===== src/rtl/turn_controller.sv =====
// Chess-clock turn sequencer: conditions START/SELECT/STOP, runs the player FSM,
// latches the flagged player and counts moves. Optional input filter: TURN_CTRL_DEBOUNCE_EN.
module turn_controller #(
  parameter int MOVE_W          = 8,
  parameter int DEBOUNCE_CYCLES = 4
) (
  input  logic              CLK,
  input  logic              CLR,
  input  logic              CE,
  input  logic              START,
  input  logic              SELECT,
  input  logic              STOP,
  input  logic              OVERFLOW1,
  input  logic              OVERFLOW2,
  output logic              Enable_p1,
  output logic              Enable_p2,
  output logic              END,
  output logic [1:0]        LOSER,
  output logic [MOVE_W-1:0] MOVES,
  output logic [2:0]        STATE
);

  typedef enum logic [2:0] {
    S_IDLE   = 3'd0,
    S_RUN_P1 = 3'd1,
    S_RUN_P2 = 3'd2,
    S_PAUSE  = 3'd3,
    S_OVER   = 3'd4
  } state_e;

  // Bit order {STOP, SELECT, START}. The button channels reset high so a
  // button still held when reset releases never looks like a fresh press.
  localparam logic [2:0] SYNC_RST = 3'b011;

  logic [2:0] sync1_q;
  logic [2:0] sync2_q;
  logic [2:0] lvl_s;
  logic [1:0] prev_q;
  logic       start_press_s;
  logic       select_press_s;
  logic       stop_s;
  logic       overflow_s;

  // Two-flop synchronizers, free-running on every clock
  always_ff @(posedge CLK or negedge CLR) begin
    if (!CLR) begin
      sync1_q <= SYNC_RST;
      sync2_q <= SYNC_RST;
    end else begin
      sync1_q <= {STOP, SELECT, START};
      sync2_q <= sync1_q;
    end
  end

`ifdef TURN_CTRL_DEBOUNCE_EN
  localparam int CNT_W = $clog2(DEBOUNCE_CYCLES + 1);

  logic [CNT_W-1:0] cnt_q [3];
  logic [CNT_W-1:0] cnt_d [3];
  logic [2:0]       filt_q;
  logic [2:0]       filt_d;

  // Filtered level flips only after DEBOUNCE_CYCLES consecutive differing samples
  always_comb begin
    filt_d = filt_q;
    for (int i = 0; i < 3; i++) begin
      cnt_d[i] = '0;
      if (sync2_q[i] != filt_q[i]) begin
        if (cnt_q[i] == CNT_W'(DEBOUNCE_CYCLES - 1)) begin
          filt_d[i] = sync2_q[i];
          cnt_d[i]  = '0;
        end else begin
          cnt_d[i]  = cnt_q[i] + CNT_W'(1);
        end
      end else begin
        cnt_d[i] = '0;
      end
    end
  end

  // Debounce state, advanced on CE only
  always_ff @(posedge CLK or negedge CLR) begin
    if (!CLR) begin
      filt_q <= SYNC_RST;
      for (int i = 0; i < 3; i++) cnt_q[i] <= '0;
    end else if (CE) begin
      filt_q <= filt_d;
      for (int i = 0; i < 3; i++) cnt_q[i] <= cnt_d[i];
    end
  end

  assign lvl_s = filt_q;
`else
  logic db_unused_s;
  assign db_unused_s = (DEBOUNCE_CYCLES > 0);
  assign lvl_s       = sync2_q;
`endif

  // Rising-edge history for START and SELECT
  always_ff @(posedge CLK or negedge CLR) begin
    if (!CLR) begin
      prev_q <= SYNC_RST[1:0];
    end else if (CE) begin
      prev_q <= lvl_s[1:0];
    end
  end

  assign start_press_s  = CE & lvl_s[0] & ~prev_q[0];
  assign select_press_s = CE & lvl_s[1] & ~prev_q[1];
  assign stop_s         = lvl_s[2];
  assign overflow_s     = OVERFLOW1 | OVERFLOW2;

  state_e            state_q, state_d;
  logic              resume_q, resume_d;
  logic [MOVE_W-1:0] moves_q, moves_d, moves_inc_s;
  logic [1:0]        loser_q, loser_d;
  logic              en1_q, en2_q, end_q;

  assign moves_inc_s = (&moves_q) ? moves_q : moves_q + MOVE_W'(1);

  // Next-state decode; priority OVERFLOW > STOP > START > SELECT
  always_comb begin
    state_d  = state_q;
    resume_d = resume_q;
    moves_d  = moves_q;
    loser_d  = loser_q;
    case (state_q)
      S_IDLE: begin
        if (start_press_s && !stop_s) begin
          state_d = S_RUN_P1;
          moves_d = '0;
          loser_d = 2'b00;
        end else begin
          state_d = S_IDLE;
        end
      end
      S_RUN_P1: begin
        if (overflow_s) begin
          state_d = S_OVER;
          loser_d = {OVERFLOW2, OVERFLOW1};
        end else if (stop_s) begin
          state_d  = S_PAUSE;
          resume_d = 1'b0;
        end else if (select_press_s) begin
          state_d = S_RUN_P2;
          moves_d = moves_inc_s;
        end else begin
          state_d = S_RUN_P1;
        end
      end
      S_RUN_P2: begin
        if (overflow_s) begin
          state_d = S_OVER;
          loser_d = {OVERFLOW2, OVERFLOW1};
        end else if (stop_s) begin
          state_d  = S_PAUSE;
          resume_d = 1'b1;
        end else if (select_press_s) begin
          state_d = S_RUN_P1;
          moves_d = moves_inc_s;
        end else begin
          state_d = S_RUN_P2;
        end
      end
      S_PAUSE: begin
        if (overflow_s) begin
          state_d = S_OVER;
          loser_d = {OVERFLOW2, OVERFLOW1};
        end else if (!stop_s) begin
          state_d = resume_q ? S_RUN_P2 : S_RUN_P1;
        end else if (start_press_s) begin
          state_d = S_IDLE;
        end else begin
          state_d = S_PAUSE;
        end
      end
      S_OVER: begin
        if (start_press_s) begin
          state_d = S_IDLE;
        end else begin
          state_d = S_OVER;
        end
      end
      default: begin
        state_d = S_IDLE;
      end
    endcase
  end

  // FSM state and registered outputs decoded from the next state
  always_ff @(posedge CLK or negedge CLR) begin
    if (!CLR) begin
      state_q  <= S_IDLE;
      resume_q <= 1'b0;
      moves_q  <= '0;
      loser_q  <= 2'b00;
      en1_q    <= 1'b0;
      en2_q    <= 1'b0;
      end_q    <= 1'b0;
    end else if (CE) begin
      state_q  <= state_d;
      resume_q <= resume_d;
      moves_q  <= moves_d;
      loser_q  <= loser_d;
      en1_q    <= (state_d == S_RUN_P1);
      en2_q    <= (state_d == S_RUN_P2);
      end_q    <= (state_d == S_OVER);
    end
  end

  assign Enable_p1 = en1_q;
  assign Enable_p2 = en2_q;
  assign END       = end_q;
  assign LOSER     = loser_q;
  assign MOVES     = moves_q;
  assign STATE     = state_q;

endmodule

===== config.mk =====
export PLATFORM = sky130hd
export DESIGN_NAME = turn_controller
export DESIGN_NICKNAME = d
export VERILOG_FILES = /design/src/rtl/turn_controller.sv
export SDC_FILE = /design/constraint.sdc
export NUM_CORES = 1
export LEC_CHECK = 0
export ABC_CLOCK_PERIOD_IN_PS = 1900
export BUFFER_PORTS_ARGS = -buffer_cell sky130_fd_sc_hd__clkbuf_2
export CAP_MARGIN = 0
export CORE_ASPECT_RATIO = 0.8
export CORE_MARGIN = 3
export CORE_UTILIZATION = 25
export CTS_CLUSTER_DIAMETER = 40
export DETAILED_ROUTE_END_ITERATION = 8
export PLACE_DENSITY = 0.55
export SETUP_SLACK_MARGIN = 0.02
export SLEW_MARGIN = 20
export SYNTH_ARGS = -nofsm -noshare
export SYNTH_HDL_FRONTEND = slang
export SYNTH_SLANG_ARGS = --single-unit

===== constraint.sdc =====
create_clock -name CLK -period 1.9 [get_ports CLK]
set_input_delay 0.19 -clock CLK [delete_from_list [all_inputs] [get_ports CLK]]
set_output_delay 0.19 -clock CLK [all_outputs]
set_load 0.005 [all_outputs]

# After elaboration in Yosys (flattened, before gate mapping)
# Index checks and enable logic that the tools add are counted.
# word_totals
latchBits	0
word_cells	74
mem_count	0
mem_bits_rw	0
out_inout_bits	16
rom_bits	0
ff_bits	25
inputBits	8
# op_classes
n_div	0
addsub	1
n_shift	0
bitwise	7
n_reduce_logical	12
n_mux	27
multipliers	0
n_eq_ne	17
magnitude_cmp	0
# op_table
operator	n
8-bit two-way mux	5
2-bit two-way mux	9
2-bit != test (second input constant)	8
8-bit case mux with 2 select lines	1
3-bit case mux with 5 select lines	1
3-bit two-way mux	4
3-bit by 2-bit == test with 1-bit output (second input constant)	3
8-bit by 1-bit adder with 8-bit output (second input constant)	1
8-bit AND reduction	1
7-bit AND reduction	1
3-bit by 1-bit == test with 1-bit output (second input constant)	2
3-bit == test (second input constant)	2
6-bit AND reduction	1
2-bit nonzero test	3
1-bit two-way mux	5
1-bit bitwise AND	4
2-bit by 1-bit != test with 1-bit output (second input constant)	2
2-bit case mux with 2 select lines	1
4-bit AND reduction	1
3-bit zero test	1
3-bit OR reduction	1
1-bit NOT	2
1-bit case mux with 2 select lines	1
2-bit OR reduction	1
3 further kinds	3

# Longest topological paths before layout
# logic_depth
depth_word	7
ltp_mapped	7

# Least setup slack after synthesis
# No wires, ideal clock.
# synth_path
path_kind	register -> register
from	register moves_q[0], in the netlist MOVES[0]
to	register moves_q[5], in the netlist MOVES[5]
synth_period_minus_slack_ns	2.095
path_slack_ns	-0.195
arrival_time_ns	2.017
t_required_ns	1.823
path_stages_with_launch	7
cell_sequence	dfrtp_1 -> ha_1 -> and2_2 -> a41o_1 -> a221o_1 -> or4_1 -> a21oi_1
# synth_via
elab_chain_cells	6
elab_cells_between_ends	9
# synth_rtl
element	line	source
start: declaration	115	logic [MOVE_W-1:0] moves_q, moves_d, moves_inc_s;
start signal: assignment	203	moves_q <= moves_d;
8-bit by 1-bit adder with 8-bit output	119	assign moves_inc_s = (&moves_q) ? moves_q : moves_q + MOVE_W'(1);
8-bit two-way mux	119	
8-bit two-way mux	144, 158	
8-bit two-way mux	141	end else if (stop_s) begin
8-bit two-way mux	152	if (overflow_s) begin
8-bit case mux with 2 select lines	127	case (state_q)
# Several ways; a longest one is shown, not always the timed one. The select of a mux whose other input is x is not followed.
# A chain may end at the register's enable or synchronous reset.

# Worst setup path after layout
# layout_path
from	register moves_q[1], in the netlist MOVES[1]
to	register moves_q[5], in the netlist MOVES[5]
# Same word-level chain as after synthesis.

==> summary.txt <==
Area of the die -> 6096 um2
Hold Path Cell Cnt -> 1
Post-Synthesis Cell Area -> 1297 um2
Clk_lat worst skew -> 270 ps
Part of the total power dissipated in the clock network -> 0.256
Share of layout cells above drive strength 1 -> 0.4389
Number of design rule violations left after detail routing -> 0
Wire length of the first global-routing pass -> 4.926 mm
Biggest area contributors in the synthesized netlist -> sky130_fd_sc_hd__dfrtp_1 (37%), sky130_fd_sc_hd__dfstp_2 (12%), sky130_fd_sc_hd__a21oi_1 (3.5%)
Most frequently used flop master after synthesis -> sky130_fd_sc_hd__dfrtp_1
Async SR Flop Fraction -> 1.000
Violations in the final reports -> negative setup slack
Share of the cycle needed by the critical path after routing -> 1.058
Starting Density -> 0.2709
Antenna-violating nets left -> 0
Post-route cell area -> 1763 um2
Largest stage delay on the critical path -> 530 ps
Area growth, synth to finish -> 35.87%
Number of levels in the clock H-tree -> 1
Average detailed-routed wire length per instance -> 12.47 um
Die boundary width -> 86.55 um
Data arrival time of the worst path -> 2220 ps
Worst slew pin tran -> 616.5 ps
Fraction of synthesized cell area taken by the top area cell type -> 0.3664
Static Leak -> 0.8141 nW
Part of the power in combinational logic -> 0.262
Hold Slack -> 14.65 ps
Total power -> 1.328 mW
Area share of and/or/nand/nor cells after synthesis -> 0.2237
CP Launch Type -> register
# rows -> 22
Number of max-slew violations in the final report -> 0
Total power per unit cell area -> 753.0 nW/um2
Post-Route Utilization -> 0.3681
Initial antenna violation count -> 0
Required time at the worst-slack endpoint -> 2110 ps
Synthesized-area fraction occupied by ao, oa, aoi and oai cells -> 0.1861
Final sum of negative setup slack -> -169.8 ps
Maximum number of pins on one net before global-route repair -> 26
Non-filler instance count after layout -> 240
Post-synth net total -> 135
Number of nets at the end of the flow -> 190
Half-perimeter wire length after placement -> 2.393 mm
Total number of yosys warnings -> 0
Fraction of the yosys area taken by sequential cells -> 0.4879
Number of synthesized flops with an enable pin -> 0
Worst reg2reg path depth -> 6
Placed Instance Area -> 1657 um2
Initial drt markers -> 75
Nature of the critical path endpoint -> register
Crit path kind -> reg -> reg
Post-Route Skew -> 5.650 ps
Sink count of the clock tree -> 25
Time the final worst path needs with I/O delays and setup -> 2010 ps
Net Sw Frac -> 0.2947
Max stage delay cell, worst path -> sky130_fd_sc_hd__or4_4
Gr ovfl total -> 0
Proportion of synthesized area in mux cells -> 0.04243
Final GP Congestion -> 0.8063
Adder-cell share of the synthesized area -> 0.009643
Routed via count -> 1138
Status -> finished with violations
Internal power -> 0.9363 mW
Number of global-route vias before repair -> 1066
Fraction of power consumed by sequential logic -> 0.481
Biggest area consumer among synthesized cells -> sky130_fd_sc_hd__dfrtp_1
Cell total after placement -> 232
Most common cell after layout, fill and taps aside -> sky130_fd_sc_hd__buf_4
TritonCTS buffer count -> 3
Clock root buffer -> sky130_fd_sc_hd__clkbuf_8
Clock-pin slew on the worst setup and hold paths -> 100 ps
Die height -> 70.44 um
Avg Inst Size Synth -> 10.30 um2
Number of port buffers -> 23
Buffering stage count on the worst path with inverters included -> 0
Maximum vdd drop -> 0.0002929 V
Hold crit path type -> in -> reg
Main combinational cell family by area after synthesis -> simple AND/OR/NAND/NOR gates
Unrepaired setup endpoints after global routing -> true
Number of flip-flops and latches in the synthesized netlist -> 25
Commonest cells after routing, fill and taps aside -> sky130_fd_sc_hd__buf_4 (29), sky130_fd_sc_hd__clkbuf_2 (23), sky130_fd_sc_hd__dfrtp_1 (18)
Delay-heaviest family, CP -> simple AND/OR/NAND/NOR gates
Routed Wire Length -> 2.992 mm
Unique masters post-synth -> 46
Setup slack of the worst register-to-register path -> -110 ps
Xor-xnor portion of the synthesized cell area -> 0
Pre-antenna DRT Iters -> 4
Pre-CTS setup slack -> -132.8 ps
Relative slew slack -> 0.5890
All-layer global routing usage -> 0.09973
Antenna cells -> 0
Number of stages on the worst setup path -> 6
Maximum clock frequency -> 497.5 MHz
CTS tree -> yes
Number of setup violations in the final report -> 3
Filler cell count -> 504
Net load switching power -> 0.3912 mW
Drt via density -> 4.742
Floorplan core area -> 4790 um2
Total count of hold-check failures in the final report -> 0
Crit Path Max Fanout -> 6
Final critical-path setup slack -> -110.1 ps
Crit-path cells -> ha_2, and2_4, a41o_1, a221o_1, or4_4, a21oi_2
Number of max-capacitance violations reported -> 0
Synthesized instance count -> 126
I/O pin cnt -> 24
Bufs on Longest Clock Path -> 2
-- repair_timing --
item | CTS | global route
pin swaps | 3 | 1
hold endpoints to repair | 21 | 0
buffers inserted | 1 | 0
gates resized for setup | 1 | 3
setup endpoints to repair | 5 | 7
hold buffers | 3 | 0
-- cells by family (layout without fill, tap and decap cells) --
logic type,count (synthesis),count (layout)
flip-flops,25,25
adder cells (fa/ha/maj),1,1
AO/OA/AOI/OAI,36,36
AND/OR/NAND/NOR,49,49
buffers and inverters,10,64
multiplexers,5,5
-- synth_stat cells, drive strengths merged (2+ instances only) --
library cell	number
dfstp	6
or2	2
or3	4
dfrtp	19
nand2	10
nand3	4
nor2	8
buf	2
nor2b	3
o211ai	3
nand2b	6
a21oi	9
o31ai	3
nor3	3
o21ai	8
inv	5
mux2	4
or4	2
o21a	2
clkbuf	2
nand3b	2
-- worst reg2reg max path, cell delays in order, from the launching register on --
cell	delay (ps)
sky130_fd_sc_hd__dfrtp_1	400
sky130_fd_sc_hd__ha_2	190
sky130_fd_sc_hd__and2_4	150
sky130_fd_sc_hd__a41o_1	170
sky130_fd_sc_hd__a221o_1	390
sky130_fd_sc_hd__or4_4	540
sky130_fd_sc_hd__a21oi_2	120
-- routing by layer --
layer | routed length, um | vias to the layer above | share of wire | track usage
li1 | - | 569 | - | -
met1 | 1384 | 545 | 0.46 | 0.1363
met2 | 1454 | 22 | 0.49 | 0.1596
met3 | 145 | 2 | 0.048 | 0.03066
met4 | 8 | 0 | 0.0027 | 0.01038
met5 | 0 | - | 0 | 0
-- power by group through the flow --
stage               clock network (mW)  logic [mW]  registers (mW)
finish                           0.340       0.348           0.639
global route                     0.374       0.389           0.649
CTS                              0.358       0.353           0.640
detailed placement                   0       0.345           0.651
global placement                     0       0.337           0.647
floorplan                            0       0.152           0.661
-- flip-flops by register name, indices dropped and copies added (netlist names) --
name	count
MOVES	8
STATE	3
lvl_s	3
sync1_q	3
LOSER	2
prev_q	2
END	1
Enable_p1	1
Enable_p2	1
resume_q	1
-- cell type report --
cell class,instances,area (um2),share of cell area
clock inverter,1,8.758,0.004968
tap,60,75.07,0.04258
inverter,5,18.77,0.01065
timing repair buffer,55,362.8,0.2058
multi-input combinational,91,621.8,0.3527
clock buffer,3,41.29,0.02342
sequential,25,634.4,0.3598
-- worst paths after layout --
check                                   to  startpoint
worst min register to register    lvl_s[1]  sync1_q[1]
worst min-delay path            sync1_q[2]        STOP
worst max-delay path              MOVES[5]    MOVES[1]
min in group asynchronous         resume_q         CLR
max in group asynchronous         STATE[0]         CLR
worst max register to register    MOVES[5]    MOVES[1]
Note: power is estimated with default switching activity, not from simulation.
